### src/rtl/mc_pkg.sv
// rtl/mc_pkg.sv - shared encodings for the multi-cycle sequencer
//
// State encoding, major opcodes and ALU operand/operation selects,
// shared by the controller, the datapath and the bench.
package mc_pkg;

    typedef enum logic [3:0] {
        FETCH    = 4'd0,
        DECODE   = 4'd1,
        EXEC_R   = 4'd2,
        EXEC_I   = 4'd3,
        ALU_WB   = 4'd4,
        MEM_ADDR = 4'd5,
        MEM_RD   = 4'd6,
        MEM_WR   = 4'd7,
        MEM_WB   = 4'd8,
        BRANCH   = 4'd9,
        HALT     = 4'd10
    } mc_state_e;

    localparam logic [6:0] OP_R      = 7'b0110011;
    localparam logic [6:0] OP_I      = 7'b0010011;
    localparam logic [6:0] OP_LOAD   = 7'b0000011;
    localparam logic [6:0] OP_STORE  = 7'b0100011;
    localparam logic [6:0] OP_BRANCH = 7'b1100011;

    localparam logic [1:0] SRCB_RS2     = 2'b00;
    localparam logic [1:0] SRCB_FOUR    = 2'b01;
    localparam logic [1:0] SRCB_IMM     = 2'b10;
    localparam logic [1:0] SRCB_IMM_SH1 = 2'b11;

    localparam logic [1:0] ALUOP_ADD   = 2'b00;
    localparam logic [1:0] ALUOP_SUB   = 2'b01;
    localparam logic [1:0] ALUOP_FUNCT = 2'b10;

endpackage

### src/rtl/mem_watchdog.sv
// rtl/mem_watchdog.sv - memory request wait counter and timeout detector
//
// Ports:
//   clk, rst      clock, synchronous active-high reset
//   req, ready    current memory request and its ack
//   state_change  controller leaves its state this cycle (clears the count)
//   timeout       request un-acked for MAX_WAIT cycles and still no ack now
//   mem_fault     sticky timeout flag, cleared only by rst
// MAX_WAIT = 0 disables the timeout.
module mem_watchdog #(
    parameter int MAX_WAIT = 15,
    parameter int WAIT_W   = 4
) (
    input  logic clk,
    input  logic rst,
    input  logic req,
    input  logic ready,
    input  logic state_change,
    output logic timeout,
    output logic mem_fault
);

    logic [WAIT_W-1:0] wait_cnt;

    // An ack in the same cycle the limit is reached wins over the timeout.
    assign timeout = (MAX_WAIT != 0) && req && !ready
                     && (wait_cnt == WAIT_W'(MAX_WAIT));

    always_ff @(posedge clk) begin
        if (rst) begin
            wait_cnt  <= '0;
            mem_fault <= 1'b0;
        end else begin
            if (timeout) begin
                mem_fault <= 1'b1;
            end
            if (req && !ready && !state_change) begin
                wait_cnt <= wait_cnt + WAIT_W'(1);
            end else begin
                wait_cnt <= '0;
            end
        end
    end

endmodule

### src/rtl/multicycle_ctrl.sv
// rtl/multicycle_ctrl.sv - Moore sequencer for the multi-cycle RV64 subset datapath
//
// Ports:
//   clk, rst                 clock, synchronous active-high reset
//   opcode, inst_zero, zero  IR opcode, halt-instruction flag, ALU zero flag
//   mem_ready                ack for the current memory request
//   mem_req, mem_we, i_or_d  memory port request, write, address select
//   ir_write, pc_write, pc_write_cond, pc_source   IR/PC controls
//   alu_src_a, alu_src_b, alu_op                   ALU operand/op selects
//   reg_write, mem_to_reg    register-file writeback controls
//   illegal, mem_fault, halted, state              status and debug
// Optional: MULTICYCLE_PERF_EN adds cycle_cnt and instret_cnt.
module multicycle_ctrl
    import mc_pkg::*;
#(
    parameter int MAX_WAIT = 15,
    parameter int WAIT_W   = 4
) (
    input  logic        clk,
    input  logic        rst,
    input  logic [6:0]  opcode,
    input  logic        inst_zero,
    input  logic        zero,
    input  logic        mem_ready,
    output logic        mem_req,
    output logic        mem_we,
    output logic        i_or_d,
    output logic        ir_write,
    output logic        pc_write,
    output logic        pc_write_cond,
    output logic        pc_source,
    output logic        alu_src_a,
    output logic [1:0]  alu_src_b,
    output logic [1:0]  alu_op,
    output logic        reg_write,
    output logic        mem_to_reg,
    output logic        illegal,
    output logic        mem_fault,
    output logic        halted,
    output logic [3:0]  state
`ifdef MULTICYCLE_PERF_EN
    ,
    output logic [31:0] cycle_cnt,
    output logic [31:0] instret_cnt
`endif
);

    mc_state_e state_q, state_next;
    logic      timeout;
    logic      state_change;

    // The branch decision is made in the datapath (pc_write_cond & zero);
    // the flag is carried here only to keep the interface complete.
    logic unused_zero;
    assign unused_zero = zero;

    assign state        = state_q;
    assign state_change = (state_next != state_q);

    always_ff @(posedge clk) begin
        if (rst) begin
            state_q <= FETCH;
        end else begin
            state_q <= state_next;
        end
    end

    always_comb begin
        state_next = state_q;
        case (state_q)
            FETCH:    if (mem_ready) state_next = DECODE;
            DECODE: begin
                if (inst_zero) begin
                    state_next = HALT;
                end else begin
                    case (opcode)
                        OP_R:                state_next = EXEC_R;
                        OP_I:                state_next = EXEC_I;
                        OP_LOAD, OP_STORE:   state_next = MEM_ADDR;
                        OP_BRANCH:           state_next = BRANCH;
                        default:             state_next = FETCH;
                    endcase
                end
            end
            EXEC_R:   state_next = ALU_WB;
            EXEC_I:   state_next = ALU_WB;
            ALU_WB:   state_next = FETCH;
            MEM_ADDR: state_next = (opcode == OP_LOAD) ? MEM_RD : MEM_WR;
            MEM_RD:   if (mem_ready) state_next = MEM_WB;
            MEM_WR:   if (mem_ready) state_next = FETCH;
            MEM_WB:   state_next = FETCH;
            BRANCH:   state_next = FETCH;
            HALT:     state_next = HALT;
            default:  state_next = FETCH;
        endcase
        if (timeout) begin
            state_next = HALT;
        end
    end

    // Outputs depend on state only, except the fetch-ack gating of
    // ir_write/pc_write and the decode-time illegal pulse.
    always_comb begin
        mem_req       = 1'b0;
        mem_we        = 1'b0;
        i_or_d        = 1'b0;
        ir_write      = 1'b0;
        pc_write      = 1'b0;
        pc_write_cond = 1'b0;
        pc_source     = 1'b0;
        alu_src_a     = 1'b0;
        alu_src_b     = SRCB_RS2;
        alu_op        = ALUOP_ADD;
        reg_write     = 1'b0;
        mem_to_reg    = 1'b0;
        illegal       = 1'b0;
        halted        = 1'b0;
        case (state_q)
            FETCH: begin
                mem_req   = 1'b1;
                alu_src_b = SRCB_FOUR;
                ir_write  = mem_ready;
                pc_write  = mem_ready;
            end
            DECODE: begin
                alu_src_b = SRCB_IMM_SH1;
                if (!inst_zero && opcode != OP_R && opcode != OP_I
                    && opcode != OP_LOAD && opcode != OP_STORE
                    && opcode != OP_BRANCH) begin
                    illegal = 1'b1;
                end
            end
            EXEC_R: begin
                alu_src_a = 1'b1;
                alu_src_b = SRCB_RS2;
                alu_op    = ALUOP_FUNCT;
            end
            EXEC_I: begin
                alu_src_a = 1'b1;
                alu_src_b = SRCB_IMM;
                alu_op    = ALUOP_FUNCT;
            end
            ALU_WB:   reg_write = 1'b1;
            MEM_ADDR: begin
                alu_src_a = 1'b1;
                alu_src_b = SRCB_IMM;
            end
            MEM_RD: begin
                mem_req = 1'b1;
                i_or_d  = 1'b1;
            end
            MEM_WR: begin
                mem_req = 1'b1;
                mem_we  = 1'b1;
                i_or_d  = 1'b1;
            end
            MEM_WB: begin
                reg_write  = 1'b1;
                mem_to_reg = 1'b1;
            end
            BRANCH: begin
                alu_src_a     = 1'b1;
                alu_src_b     = SRCB_RS2;
                alu_op        = ALUOP_SUB;
                pc_write_cond = 1'b1;
                pc_source     = 1'b1;
            end
            HALT:     halted = 1'b1;
            default: ;
        endcase
    end

    mem_watchdog #(
        .MAX_WAIT (MAX_WAIT),
        .WAIT_W   (WAIT_W)
    ) u_watchdog (
        .clk          (clk),
        .rst          (rst),
        .req          (mem_req),
        .ready        (mem_ready),
        .state_change (state_change),
        .timeout      (timeout),
        .mem_fault    (mem_fault)
    );

`ifdef MULTICYCLE_PERF_EN
    always_ff @(posedge clk) begin
        if (rst) begin
            cycle_cnt   <= '0;
            instret_cnt <= '0;
        end else begin
            if (state_q != HALT) begin
                cycle_cnt <= cycle_cnt + 32'd1;
            end
            if (state_next == FETCH && (state_q == ALU_WB || state_q == MEM_WB
                                        || state_q == MEM_WR || state_q == BRANCH)) begin
                instret_cnt <= instret_cnt + 32'd1;
            end
        end
    end
`endif

endmodule

### config.mk
export PLATFORM = sky130hd
export DESIGN_NAME = multicycle_ctrl
export DESIGN_NICKNAME = d
export VERILOG_FILES = /design/src/rtl/mc_pkg.sv /design/src/rtl/mem_watchdog.sv /design/src/rtl/multicycle_ctrl.sv
export SDC_FILE = /design/constraint.sdc
export NUM_CORES = 1
export LEC_CHECK = 0
export CORE_ASPECT_RATIO = 0.9
export CORE_MARGIN = 8
export CORE_UTILIZATION = 30
export CTS_BUF_LIST = sky130_fd_sc_hd__clkbuf_16
export DETAILED_ROUTE_END_ITERATION = 8
export GPL_TIMING_DRIVEN = 1
export PLACE_DENSITY = 0.61
export SLEW_MARGIN = 20
export SYNTH_ARGS = -nofsm -noshare
export SYNTH_HDL_FRONTEND = slang
export SYNTH_SLANG_ARGS = --single-unit
### constraint.sdc
create_clock -name clk -period 1.7 [get_ports clk]
set_clock_uncertainty 0.1 [all_clocks]
set_input_delay 0.255 -clock clk [delete_from_list [all_inputs] [get_ports clk]]
set_output_delay 0.255 -clock clk [all_outputs]
set_load 0.03 [all_outputs]
### Word level (Yosys, flattened, before mapping)

Cells that the tools add are included.

| storage, ports and cells | value |
|---|---|
| logic and storage cells | 68 |
| input port bits | 12 |
| flip-flop bits (word level) | 9 |
| output and inout bits | 21 |

| cells by class | value |
|---|---|
| muxes and demuxes | 21 |
| eq/ne operators | 22 |
| bitwise logic cells | 1 |
| reduce and logical (&&, ||, !) cells | 20 |
| $add $sub $neg | 1 |

Operators with widths:

| kind | count |
|---|---|
| case mux 4 bit (7 select lines) | 1 |
| 2-to-1 mux 4 bit | 5 |
| == test 4 x 3 -> 1 bit (second input constant) | 4 |
| == test 4 bit (second input constant) | 4 |
| case mux 4 bit (4 select lines) | 1 |
| == test 7 x 6 -> 1 bit (second input constant) | 2 |
| inequality test 7 x 6 -> 1 bit (second input constant) | 2 |
| 2-to-1 mux 1 bit | 12 |
| OR reduction 2 bit | 6 |
| == test 4 x 2 -> 1 bit (second input constant) | 2 |
| logical AND 1 bit | 8 |
| == test 7 x 2 -> 1 bit (second input constant) | 1 |
| == test 7 x 5 -> 1 bit (second input constant) | 1 |
| == test 7 bit (second input constant) | 1 |
| inequality test 7 x 2 -> 1 bit (second input constant) | 1 |
| inequality test 7 x 5 -> 1 bit (second input constant) | 1 |
| inequality test 7 bit (second input constant) | 1 |
| case mux 2 bit (3 select lines) | 1 |
| adder 4 x 1 -> 4 bit (second input constant) | 1 |
| == test 4 x 1 -> 1 bit (second input constant) | 1 |
| zero test 4 bit | 1 |
| inequality test 4 bit | 1 |
| case mux 2 bit (2 select lines) | 1 |
| OR reduction 4 bit | 1 |
| 3 further kinds | 5 |

### Longest topological paths before layout

Gate-level depths: netlist (run 1).

| logic depth | value |
|---|---|
| depth after elaboration | 11 |
| depth in mapped cells | 6 |
| gate-level depth less buffers | 5 |

### Cells and area by module

A second synthesis (run 1) with hierarchy kept.

| unflattened totals | value |
|---|---|
| cell total of the unflattened synthesis | 103 |
| area total of the unflattened synthesis | 789.5 µm² |

Modules (own cells, without submodules):

| module | instances | cells an instance | area each (µm²) | sequential area each (µm²) |
|---|---|---|---|---|
| multicycle_ctrl | 1 | 84 | 591.8 | 80.1 |
| mem_watchdog | 1 | 19 | 197.7 | 100.1 |

### Worst setup path before layout (run 1)

Ideal clock, no wire load.

| timing | value |
|---|---|
| path kind | register to output |
| start | reg state_q[1] (netlist: state[1]) |
| end | out alu_src_a |
| setup slack | -660 ps |
| required time | 1345 ps |
| cell stages (with the launch flop) | 5 |
| arrival | 2005 ps |
| buffers on the path | 1 |
| cells stage by stage | dfxtp_1 > buf_2 > inv_1 > nor3_1 > o21bai_1 |

| on the way | value |
|---|---|
| word-level cells in the longest chain between the ends | 3 |
| elaborated cells on any way between the ends | 6 |
| those cells by class | eq/ne: 4; mux: 1; reduce/logical: 1 |

Ends and longest elaborated chain:

| what | RTL line | text |
|---|---|---|
| from (decl) | multicycle_ctrl.sv:48 | `mc_state_e state_q, state_next;` |
| from (signal assigned) | multicycle_ctrl.sv:64 | `state_q <= state_next;` |
| == test 4 bit (tied with other cells) | multicycle_ctrl.sv:118 | `case (state_q)` |
| OR reduction 4 bit (no source line) * | n/a |  |
| 2-to-1 mux 1 bit * | multicycle_ctrl.sv:118 |  |
| to (decl) | multicycle_ctrl.sv:32 | `output logic alu_src_a,` |

Every way passes the cells marked *; elsewhere a longest branch is shown, timed or not.

### Worst setup path after layout (run 1)

| timing | value |
|---|---|
| start | in inst_zero |
| end | out illegal |

| on the way | value |
|---|---|
| word-level cells in the longest chain between the ends | 8 |

Ends and longest elaborated chain:

| what | RTL line | text |
|---|---|---|
| from (decl) | multicycle_ctrl.sv:22 | `input logic inst_zero,` |
| zero test 1 bit | multicycle_ctrl.sv:127 | `if (!inst_zero && opcode != OP_R && opcode != OP_I` |
| logical AND 1 bit (2 in a row) | multicycle_ctrl.sv:127 |  |
| logical AND 1 bit (2 in a row) | multicycle_ctrl.sv:128 | `&& opcode != OP_LOAD && opcode != OP_STORE` |
| logical AND 1 bit | multicycle_ctrl.sv:129 | `&& opcode != OP_BRANCH) begin` |
| 2-to-1 mux 1 bit | multicycle_ctrl.sv:127 |  |
| 2-to-1 mux 1 bit | multicycle_ctrl.sv:118 |  |
| to (decl) | multicycle_ctrl.sv:37 | `output logic illegal,` |

Every way passes these cells.

==> metrics.md, run 1 <==
| Metric | Value |
|---|---|
| Number of global-route vias before repair | a little over 800 |
| CP peak stage delay | 490 ps |
| Final Hold Fails | 0 |
| Routed len/inst | roughly 14 um |
| Share of layout cells above drive strength 1 | between 40% and 50% |
| Setup Crit Path Kind | in -> out |
| Final core occ | between 50% and 60% |
| TritonCTS clock tree | built |
| Worst slew pin tran | ~320 ps |
| Final WS setup | -41.5 ps |
| Share of the synthesized area in the top cell type | between 20% and 30% |
| Design area | between 1000 and 1500 um^2 |
| Die Span Y | roughly 62 um |
| Synth Flop Type | dfxtp_1 |
| Unrepaired setup endpoints after global routing | yes |
| Ordered cell list for the critical path | clkdlybuf4s50_1, nor4_4, a21boi_4, buf_6 |
| Placement Rows | 16 |
| Num CTS Buffers | 3 |
| Largest net degree at the start of global routing | 15 |
| Max-cap violations | 0 |
| Worst Hold End | u_watchdog.mem_fault$_SDFFE_PP0P_ |
| Clock latency on the worst-skew pair | approximately 230 ps |
| Max Freq | between 500 and 600 MHz |
| Seq cells post-synth | 9 |
| GPL Wtd Cong | around 0.76 |
| Worst Setup End Kind | primary output |
| CP max FO | 2 |
| Post-Syn Nets | approximately 110 |
| Peak VDD IR | 0.660 mV |
| Placed Area | around 1100 um^2 |
| PwrDens | 699 nW/um^2 |
| 1st-pass router iterations | 4 |
| Num Clock Sinks | 9 |
| Async set-reset flop share out of synthesis | 0% |
| Initial core utilization | approximately a third |
| Internal reg-to-reg setup slack | around 140 ps |
| Overall Global Routing Usage | 11.6% |
| # IOs | 33 |
| Pins Over Slew Limit | 0 |
| TNS Setup | -41.5 ps |
| Initial antenna violation count | 0 |
| Critical Path AT | 1390 ps |
| Failing checks | negative setup slack |
| Synth warn | 0 |
| R2R cell count | 5 |
| Post-synth EDFFs | 0 |
| DRT antenna net count | 0 |
| Die width | between 60 and 70 um |
| Post-DP HPWL | roughly 1800 um |
| Post-synth cell types | between 40 and 50 |
| 1st-iter DRT viols | 18 |
| CP Launch Type | input port |
| Die footprint | approximately 4200 um^2 |
| CTS clk-pin slew, worst paths | approximately 40 ps |
| Global-route wire length before repair | about 3800 um |
| Ranking of synthesized cells by area | dfxtp_1, nor2_1, nor3_1 |
| Fin nets | ~150 |
| Cells after synthesis | ~90 |
| Ant. Diodes | 0 |
| Hold_sp | u_watchdog.mem_fault$_SDFFE_PP0P_ |
| Max Root-Sink Buffers | 2 |
| Headroom to the max-slew limit | between 70% and 80% |
| Seq/Total Area, Yosys | 25.4% |
| Drt via density | 5.18 |
| WP data required | about 1300 ps |
| DR vias | 828 |
| Min-delay worst type | reg -> reg |
| Synthesis-to-layout area growth | 78.3% |
| Core area | approximately 2200 um^2 |
| Hold depth | 2 |
| Synthesized area per cell | 7.70 um^2 |
| Worst r2r dst | state[0]$_SDFF_PP0_ |
| # DRC | 0 |
| Pleak | 0.532 nW |
| Final Cycle Share | 102% |
| R2R Path Start | state[0]$_SDFF_PP0_ |
| GRT overflow | 0 |
| Leading area contributor after synthesis | dfxtp_1 |
| Post-route minimum period | around 1700 ps |
| Worst path slowest cell | clkdlybuf4s50_1 |
| H-tree levels | 1 |
| Final Setup Violations | 1 |
| Outcome | complete, but fails checks |
| I/O Buffers | 31 |
| Post-Synthesis Cell Area | 708 um^2 |
| Clk root buf | clkbuf_16 |
| Final WL | about 2300 um |
-- metrics by stage --
step	instances	hold WS [ps]	setup WS, ps	total power [mW]
after floorplan	92	217	-202	0.375
final	160	344	-41.5	0.883
after detailed placement	155	338	-87.2	0.469
after global placement	155	329	-94.2	0.466
after CTS	160	348	-116	0.880
after global routing	160	379	-79.6	0.920
-- cell usage in the layout, fill, tap and decap left out, types with 3 or more instances in the layout --
| master | netlist | layout |
|---|---|---|
| a21oi_1 | 5 | 5 |
| a31oi_1 | 3 | 3 |
| buf_4 | 2 | 28 |
| buf_6 | 1 | 5 |
| clkbuf_16 | 0 | 3 |
| clkdlybuf4s50_1 | 0 | 11 |
| dfxtp_1 | 9 | 5 |
| inv_1 | 5 | 5 |
| nand2_1 | 6 | 6 |
| nor2_1 | 11 | 8 |
| nor3_2 | 1 | 3 |
| nor3_4 | 0 | 3 |
-- cells by family (layout without fill, tap and decap cells) --
| logic type | Yosys count | count (layout) | share of synthesized area (%) |
|---|---|---|---|
| simple gates | 42 | 42 | 35.7 |
| compound gates | 23 | 23 | 22.8 |
| buf+inv | 14 | 55 | 10.6 |
| flops | 9 | 9 | 25.4 |
| xor+xnor | 3 | 3 | 3.71 |
| fa+ha+maj | 1 | 1 | 1.77 |
-- cells in the mapped netlist, types with 2 or more instances --
cell and number:
buf_2 6, a31oi_1 3, a2bb2oi_1 2, nand2_1 6, xnor2_1 2, a21oi_1 5
and3_1 2, dfxtp_1 9, nor3_1 7, buf_4 2, nand2b_1 2, nor3b_1 2
inv_1 5, nor2_1 11, o21ai_1 2
-- how the worst max path moves through the flow --
| stage | startpoint | endpoint | depth (start not counted) | slack, ps |
|---|---|---|---|---|
| 2_1_floorplan | state[1]$_SDFF_PP0_ | alu_src_a | 4 | -200 |
| 3_3_place_gp | opcode[2] | state[0]$_SDFF_PP0_ | 5 | -90 |
| 3_5_place_dp | opcode[3] | state[0]$_SDFF_PP0_ | 5 | -90 |
| 4_1_cts | state[0]$_SDFF_PP0_ | illegal | 4 | -120 |
| 5_1_grt | state[0]$_SDFF_PP0_ | illegal | 4 | -80 |
| 6_report | inst_zero | illegal | 4 | -40 |
-- registers in the layout (all words and copies together), names as in the netlist --
signal                count
u_watchdog.mem_fault      1
u_watchdog.wait_cnt       4
state                     4
-- report_power, final --
group	total, mW	leakage, nW	internal, mW	switching, mW
registers	0.228	0.0755	0.218	0.00962
clock network	0.409	0.0423	0.307	0.102
logic	0.246	0.415	0.113	0.133
-- critical path: cells and delay by family --
family                 cells  cell delay, ps
buffers and inverters      2             630
AO/OA/AOI/OAI              1             220
AND/OR/NAND/NOR            1             280
-- cell type report --
cell class                      instances  area (um^2)
Clock buffer                            3         75.1
Clock inverter                          1         3.75
Fill cell                             213          940
Inverter                                5         22.5
Multi-Input combinational cell         69          543
Sequential cell                         9          190
Tap cell                               27         33.8
Timing Repair Buffer                   46          394
-- per-layer routing --
metal	up-vias	track usage, %	routed length, um
li1	416	-	-
met1	390	13.4	1070
met5	-	0	0
met4	0	3.57	22
met2	20	19.5	1090
met3	2	4.48	124
-- timing repair --
item,4_1_cts,5_1_grt
hold buffers,0,0
pin swaps,1,2
resized for setup,6,9
buffers inserted,1,0
endpoints found under the setup margin,8,8
(Power assumes the default switching activity.)
==> run 2, diff against run 1 <==
- ABC_AREA: not set -> 1
- PLACE_DENSITY: 0.61 -> 0.6
- SLEW_MARGIN: 20 -> 25
==> run 2 against run 1 <==
The run now ends clean. Clock-buffer cell count unchanged. Cell area up 1.8%. Via count grew 5.3%. Register-to-register slack better by 30 ps. Cell count up 17%. Combinational power down 8.1%. Non-clock buffer count down 1. Global-route usage fell by 2.2 points. Power is 3.1% lower. Largest power group unchanged.
==> metrics.md, run 2 <==
| Metric | Value |
|---|---|
| Hold depth | 2 (unchanged) |
| Final WL | 2200 um (was 2310 um) |
| Post-Syn Nets | 125 (was 105) |
| Post-synth EDFFs | 0 (unchanged) |
| Largest net degree at the start of global routing | 9 (was 15) |
| Peak VDD IR | 0.514 mV (was 0.660 mV) |
| Async set-reset flop share out of synthesis | 0% (unchanged) |
| Post-route minimum period | 1680 ps (was 1740 ps) |
| Worst Hold End | u_watchdog.mem_fault$_SDFFE_PP0P_ (unchanged) |
| Ant. Diodes | 0 (unchanged) |
| H-tree levels | 1 (unchanged) |
| Core area | 2360 um^2 (was 2200 um^2) |
| Seq cells post-synth | 9 (unchanged) |
| Final Setup Violations | 0 (was 1) |
| Worst r2r dst | u_watchdog.wait_cnt[2]$_SDFF_PP0_ (was state[0]$_SDFF_PP0_) |
| CP Launch Type | flip-flop (was input port) |
| Post-DP HPWL | 1740 um (was 1840 um) |
| # IOs | 33 (unchanged) |
| R2R cell count | 7 (was 5) |
| Design Power | 0.856 mW (was 0.883 mW) |
| Min-delay worst type | reg -> reg (unchanged) |
| Initial core utilization | 30.4% (was 32.2%) |
| Final WS setup | 20.4 ps (was -41.5 ps) |
| Filler instances | 252 (was 213) |
| Worst Setup End Kind | primary output (unchanged) |
| Synth warn | 0 (unchanged) |
| Routed len/inst | 11.8 um (was 14.4 um) |
| Post-Synthesis Cell Area | 718 um^2 (was 708 um^2) |
| Global-route wire length before repair | 3310 um (was 3750 um) |
| Synthesized area per cell | 6.41 um^2 (was 7.70 um^2) |
| Commonest non-fill, non-tap cell in the layout | buf_4 (unchanged) |
| Max Root-Sink Buffers | 2 (unchanged) |
| Die Span Y | 62.4 um (was 62.1 um) |
| Top delay family on crit path | simple AND/OR/NAND/NOR gates (was buffers and inverters) |
| I/O Buffers | 31 (unchanged) |
| Die width | 67.6 um (was 67.2 um) |
| Ranking of synthesized cells by area | dfxtp_1, nand2_1, inv_1 (was dfxtp_1, nor2_1, nor3_1) |
| Post-synth cell types | 27 (was 41) |
| CP peak stage delay | 380 ps (was 490 ps) |
| Initial antenna violation count | 0 (unchanged) |
| Drt via density | 4.66 (was 5.18) |
| Headroom to the max-slew limit | 79.1% (was 78.7%) |
| Setup Crit Path Kind | reg -> out (was in -> out) |
| Synth Flop Type | dfxtp_1 (unchanged) |
| Max-cap violations | 0 (unchanged) |
| CTS clk-pin slew, worst paths | 40 ps (about the same) |
| Num Clock Sinks | 9 (unchanged) |
| TritonCTS clock tree | built (unchanged) |
| Number of global-route vias before repair | 764 (was 828) |
| Worst slew pin tran | 312 ps (was 318 ps) |
| GRT overflow | 0 (unchanged) |
| Critical Path AT | 1320 ps (was 1390 ps) |
| DR vias | 872 (was 828) |
| Hold_sp | u_watchdog.mem_fault$_SDFFE_PP0P_ (unchanged) |
| TNS Setup | 0 ps (was -41.5 ps) |
| Most frequent cells in the layout | buf_4, nand2_1, inv_1 (was buf_4, clkdlybuf4s50_1, nor2_1) |
| Final Hold Fails | 0 (unchanged) |
| Seq/Total Area, Yosys | 25.1% (was 25.4%) |
| Max Freq | 595 MHz (was 574 MHz) |
| Num CTS Buffers | 3 (unchanged) |
| DRT antenna net count | 0 (unchanged) |
| GPL Wtd Cong | 0.849 (was 0.759) |
| Worst path slowest cell | or3_4 (was clkdlybuf4s50_1) |
| Die footprint | 4220 um^2 (was 4170 um^2) |
| CP max FO | 4 (was 2) |
| PwrDens | 666 nW/um^2 (was 699 nW/um^2) |
| Fin nets | 173 (was 147) |
| Overall Global Routing Usage | 9.38% (was 11.6%) |
| Unrepaired setup endpoints after global routing | yes (unchanged) |
| Clk root buf | clkbuf_16 (unchanged) |
| Final Cycle Share | 98.8% (was 102%) |
| Clock latency on the worst-skew pair | 230 ps (about the same) |
| Leading area contributor after synthesis | dfxtp_1 (unchanged) |
| Pleak | 0.619 nW (was 0.532 nW) |
| 1st-pass router iterations | 5 (was 4) |
| WP data required | 1340 ps (about the same) |
| Outcome | finished, final reports clean (was complete, but fails checks) |
| Pins Over Slew Limit | 0 (unchanged) |
| Synthesis-to-layout area growth | 78.9% (was 78.3%) |
| 1st-iter DRT viols | 20 (was 18) |
| Share of the synthesized area in the top cell type | 25.1% (was 25.4%) |
| Final core occ | 54.4% (was 57.3%) |
| Critical path buffer and inverter count | 3 (was 2) |
| Top post-synthesis cells by count | nand2_1, inv_1, nor2_1 (was nor2_1, dfxtp_1, nor3_1) |
| R2R Path Start | state[3]$_SDFF_PP0_ (was state[0]$_SDFF_PP0_) |
| Placement Rows | 17 (was 16) |
| # DRC | 0 (unchanged) |
| Post-place setup slack | -78.7 ps (was -87.2 ps) |
| Internal reg-to-reg setup slack | 170 ps (was 140 ps) |
| Cell with the most instances after synthesis | nand2_1 (was nor2_1) |
| Share of layout cells above drive strength 1 | 45.3% (was 43.6%) |
| Cells after synthesis | 112 (was 92) |
| Ordered cell list for the critical path | inv_4, nor2_4, inv_4, nor2_4, or3_4, buf_6 (was clkdlybuf4s50_1, nor4_4, a21boi_4, buf_6) |
-- run 2: cell types whose count changed in the layout (fill, tap and decap cells not counted), sizes merged, moves of 3 or more --
cell | previous run | this run
nand2 | 6 | 30
nor2 | 11 | 20
buf | 33 | 30
a31oi | 3 | 0
a21oi | 6 | 3
nand3 | 1 | 8
inv | 5 | 22
-- run 2: worst max-delay path by stage --
stage	startpoint	to	depth (start not counted)
4_1_cts	state[1]$_SDFF_PP0_	alu_src_a	5
6_report	state[0]$_SDFF_PP0_	alu_src_a	6
3_5_place_dp	opcode[1]	u_watchdog.wait_cnt[2]$_SDFF_PP0_	10
2_1_floorplan	state[0]$_SDFF_PP0_	alu_src_a	5
3_3_place_gp	opcode[1]	u_watchdog.wait_cnt[2]$_SDFF_PP0_	10
5_1_grt	state[3]$_SDFF_PP0_	illegal	4
-- run 2: through the flow --
stage / hold slack [ps] / instances / cell area [um^2]
6_report: 356 / 187 / 1280
2_1_floorplan: 220 / 112 / 737
4_1_cts: 358 / 180 / 1180
3_5_place_dp: 346 / 173 / 1060
3_3_place_gp: 342 / 173 / 1060
5_1_grt: 383 / 187 / 1280
-- run 2: cell type report --
| type | instances | area, um^2 | share of cell area, % |
|---|---|---|---|
| clock buffers | 3 | 75.1 | 5.84 |
| clock inverters | 1 | 3.75 | 0.292 |
| inverters | 21 | 88.8 | 6.91 |
| multi-input cells | 80 | 509 | 39.6 |
| flip-flops and latches | 9 | 195 | 15.2 |
| well taps | 28 | 35.0 | 2.73 |
| repair buffers | 45 | 378 | 29.4 |
-- run 2: power by group --
group / switching, mW / internal, mW / total [mW]
clock: 0.0973 / 0.307 / 0.404
combinational: 0.132 / 0.0933 / 0.226
sequential: 0.0108 / 0.215 / 0.226
-- run 2: worst min-delay path, cell delays in order (launching register included) --
cell	delay (ps)
dfxtp_1	300
inv_1	50
a21oi_1	60
-- run 2: logic make-up after synthesis --
family / synth area share, %
AND/OR/NAND/NOR: 49.7
buffers and inverters: 13.1
adder cells (fa/ha/maj): 1.74
XOR/XNOR: 2.44
AO/OA/AOI/OAI: 8.01
flip-flops: 25.1
-- run 2: timing repair --
| item | in CTS | in global routing |
|---|---|---|
| pin swaps | 3 | 7 |
| hold buffers | 0 | 0 |
| gates resized for setup | 13 | 18 |
| endpoints found under the setup margin | 2 | 3 |
| setup buffers | 3 | 7 |
-- run 2: routing by layer --
metal,wire [um],GRT usage [%],vias to the layer above
li1,-,-,454
met1,902,11.8,395
met2,1110,15.5,21
met3,182,1.97,2
met4,8,2.35,0
met5,0,0,-
==> run 3, diff against run 2 <==
- MAX_ROUTING_LAYER: not set -> met4
==> run 3 against run 2 <==
Cell area unchanged. Power barely moved. Non-clock buffer count unchanged. Combinational power is essentially flat. Routed wire length unchanged. Maximum frequency is essentially flat. Largest power group unchanged.
==> metrics.md, run 3 (same netlist as run 2, synthesis figures left out) <==
| Metric | Value |
|---|---|
| Worst Setup End Kind | primary output (unchanged) |
| Internal | 0.616 mW (about the same) |
| GPL Wtd Cong | 0.862 (was 0.849) |
| Unrepaired setup endpoints after global routing | yes (unchanged) |
| Max Freq | 595 MHz (about the same) |
| CP Launch Type | flip-flop (unchanged) |
| Placed Area | 1060 um^2 (unchanged) |
| Die Span Y | 62.4 um (unchanged) |
| Setup Crit Path Kind | reg -> out (unchanged) |
| Outcome | finished, final reports clean (unchanged) |
| Number of global-route vias before repair | 763 (was 764) |
| Register area | 195 um^2 (unchanged) |
| Comb power frac | 26.3% (was 26.4%) |
| Final Setup Violations | 0 (unchanged) |
| Placement Rows | 17 (unchanged) |
| Drt via density | 4.66 (unchanged) |
| Ordered cell list for the critical path | inv_4, nor2_4, inv_4, nor2_4, or3_4, buf_6 (unchanged) |
| WP data required | 1340 ps (about the same) |
| I/O Buffers | 31 (unchanged) |
| Ant. Diodes | 0 (unchanged) |
| Global-route wire length before repair | 3310 um (unchanged) |
| DR vias | 872 (unchanged) |
| Die width | 67.6 um (unchanged) |
| Design area | 1280 um^2 (unchanged) |
| Largest net degree at the start of global routing | 9 (unchanged) |
| Pins Over Slew Limit | 0 (unchanged) |
| Sw Ratio | 28.1% (about the same) |
| Worst path slowest cell | or3_4 (unchanged) |
| Final WL | 2200 um (unchanged) |
| Most frequent cells in the layout | buf_4, nand2_1, inv_1 (unchanged) |
| Min-delay worst type | reg -> reg (unchanged) |
| Worst slew pin tran | 312 ps (unchanged) |
| Post-place setup slack | -78.7 ps (unchanged) |
| Final Cycle Share | 98.8% (about the same) |
| PwrDens | 666 nW/um^2 (about the same) |
| Share of layout cells above drive strength 1 | 45.3% (unchanged) |
| 1st-pass router iterations | 5 (unchanged) |
| Clock latency on the worst-skew pair | 230 ps (about the same) |
| Final WS setup | 20.4 ps (about the same) |
| Placed Instances | 173 (unchanged) |
| TNS Setup | 0 ps (unchanged) |
| Sequential power share | 26.4% (about the same) |
| 1st-iter DRT viols | 20 (unchanged) |
| Peak VDD IR | 0.515 mV (was 0.514 mV) |
| # IOs | 33 (unchanged) |
| Final Hold Fails | 0 (unchanged) |
| CP peak stage delay | 380 ps (about the same) |
| GRT overflow | 0 (unchanged) |
| Routed len/inst | 11.8 um (unchanged) |
| Initial core utilization | 30.4% (unchanged) |
| TritonCTS clock tree | built (unchanged) |
| Initial antenna violation count | 0 (unchanged) |
| Final cell count without fillers | 187 (unchanged) |
| Commonest non-fill, non-tap cell in the layout | buf_4 (unchanged) |
| Filler instances | 252 (unchanged) |
| Max Root-Sink Buffers | 2 (unchanged) |
| DRT antenna net count | 0 (unchanged) |
| Headroom to the max-slew limit | 79.1% (unchanged) |
| Critical Path AT | 1320 ps (about the same) |
| Fin nets | 173 (unchanged) |
| Clk root buf | clkbuf_16 (unchanged) |
| # DRC | 0 (unchanged) |
| Max-cap violations | 0 (unchanged) |
| CP max FO | 4 (unchanged) |
| Critical path buffer and inverter count | 3 (unchanged) |
| Clock power share | 47.2% (about the same) |
| Hold-fix buffers, CTS | 0 (unchanged) |
| Top delay family on crit path | simple AND/OR/NAND/NOR gates (unchanged) |
| CTS clk-pin slew, worst paths | 40 ps (about the same) |
| Pleak | 0.619 nW (unchanged) |
| Num Clock Sinks | 9 (unchanged) |
| Sw power | 0.241 mW (was 0.240 mW) |
| Num CTS Buffers | 3 (unchanged) |
| Post-route minimum period | 1680 ps (about the same) |
| Multi-input gate area in the final layout | 509 um^2 (unchanged) |
| Post-DP HPWL | 1740 um (unchanged) |
| Synthesis-to-layout area growth | 78.9% (unchanged) |
| H-tree levels | 1 (unchanged) |
| Core area | 2360 um^2 (unchanged) |
| Die footprint | 4220 um^2 (unchanged) |
| Overall Global Routing Usage | 9.63% (was 9.38%) |
| Final hold slack | 356 ps (about the same) |
run 3: repair_timing:
item,in CTS,in global routing
setup buffers,3,7
pin swaps,3,7
endpoints found under the setup margin,2,3
gates resized for setup,13,18
run 3: final timing paths:
path	from	endpoint	slack, ps	depth (start not counted)
worst max-delay path	state[0]$_SDFF_PP0_	alu_src_a	20	6
worst min-delay path	u_watchdog.mem_fault$_SDFFE_PP0P_	u_watchdog.mem_fault$_SDFFE_PP0P_	360	2
worst max register to register	state[3]$_SDFF_PP0_	u_watchdog.wait_cnt[2]$_SDFF_PP0_	170	7
worst min register to register	u_watchdog.mem_fault$_SDFFE_PP0P_	u_watchdog.mem_fault$_SDFFE_PP0P_	360	2
run 3: metrics by stage:
step	power (mW)	util [%]
2_1_floorplan	0.354	-
3_3_place_gp	0.432	44.8
3_5_place_dp	0.434	44.8
6_report	0.856	54.4
4_1_cts	0.845	49.9
5_1_grt	0.887	54.4
run 3: final cells by class:
| type | instances | area share (%) |
|---|---|---|
| clock inverters | 1 | 0.292 |
| inverters | 21 | 6.91 |
| clock buffers | 3 | 5.84 |
| multi-input cells | 80 | 39.6 |
| flip-flops and latches | 9 | 15.2 |
| repair buffers | 45 | 29.4 |
| well taps | 28 | 2.73 |
run 3: per-layer routing:
layer	share of wire [%]	global-route usage (%)
met1	42	12.0
met2	50	15.5
met3	7.7	1.61
met4	0.36	2.35
met5	0	-
run 3: power by group through the flow:
stage | clock network [mW] | logic [mW] | registers, mW
final | 0.404 | 0.226 | 0.226
after global routing | 0.417 | 0.243 | 0.227
after CTS | 0.410 | 0.209 | 0.225
after detailed placement | 0 | 0.202 | 0.232
after global placement | 0 | 0.200 | 0.232
after floorplan | 0 | 0.117 | 0.238
run 3: worst min-delay path, delay by kind of cell (launching register included):
family                 cells  cell delay, ps
buffers and inverters      1              50
AO/OA/AOI/OAI              1              60
flip-flops                 1             300
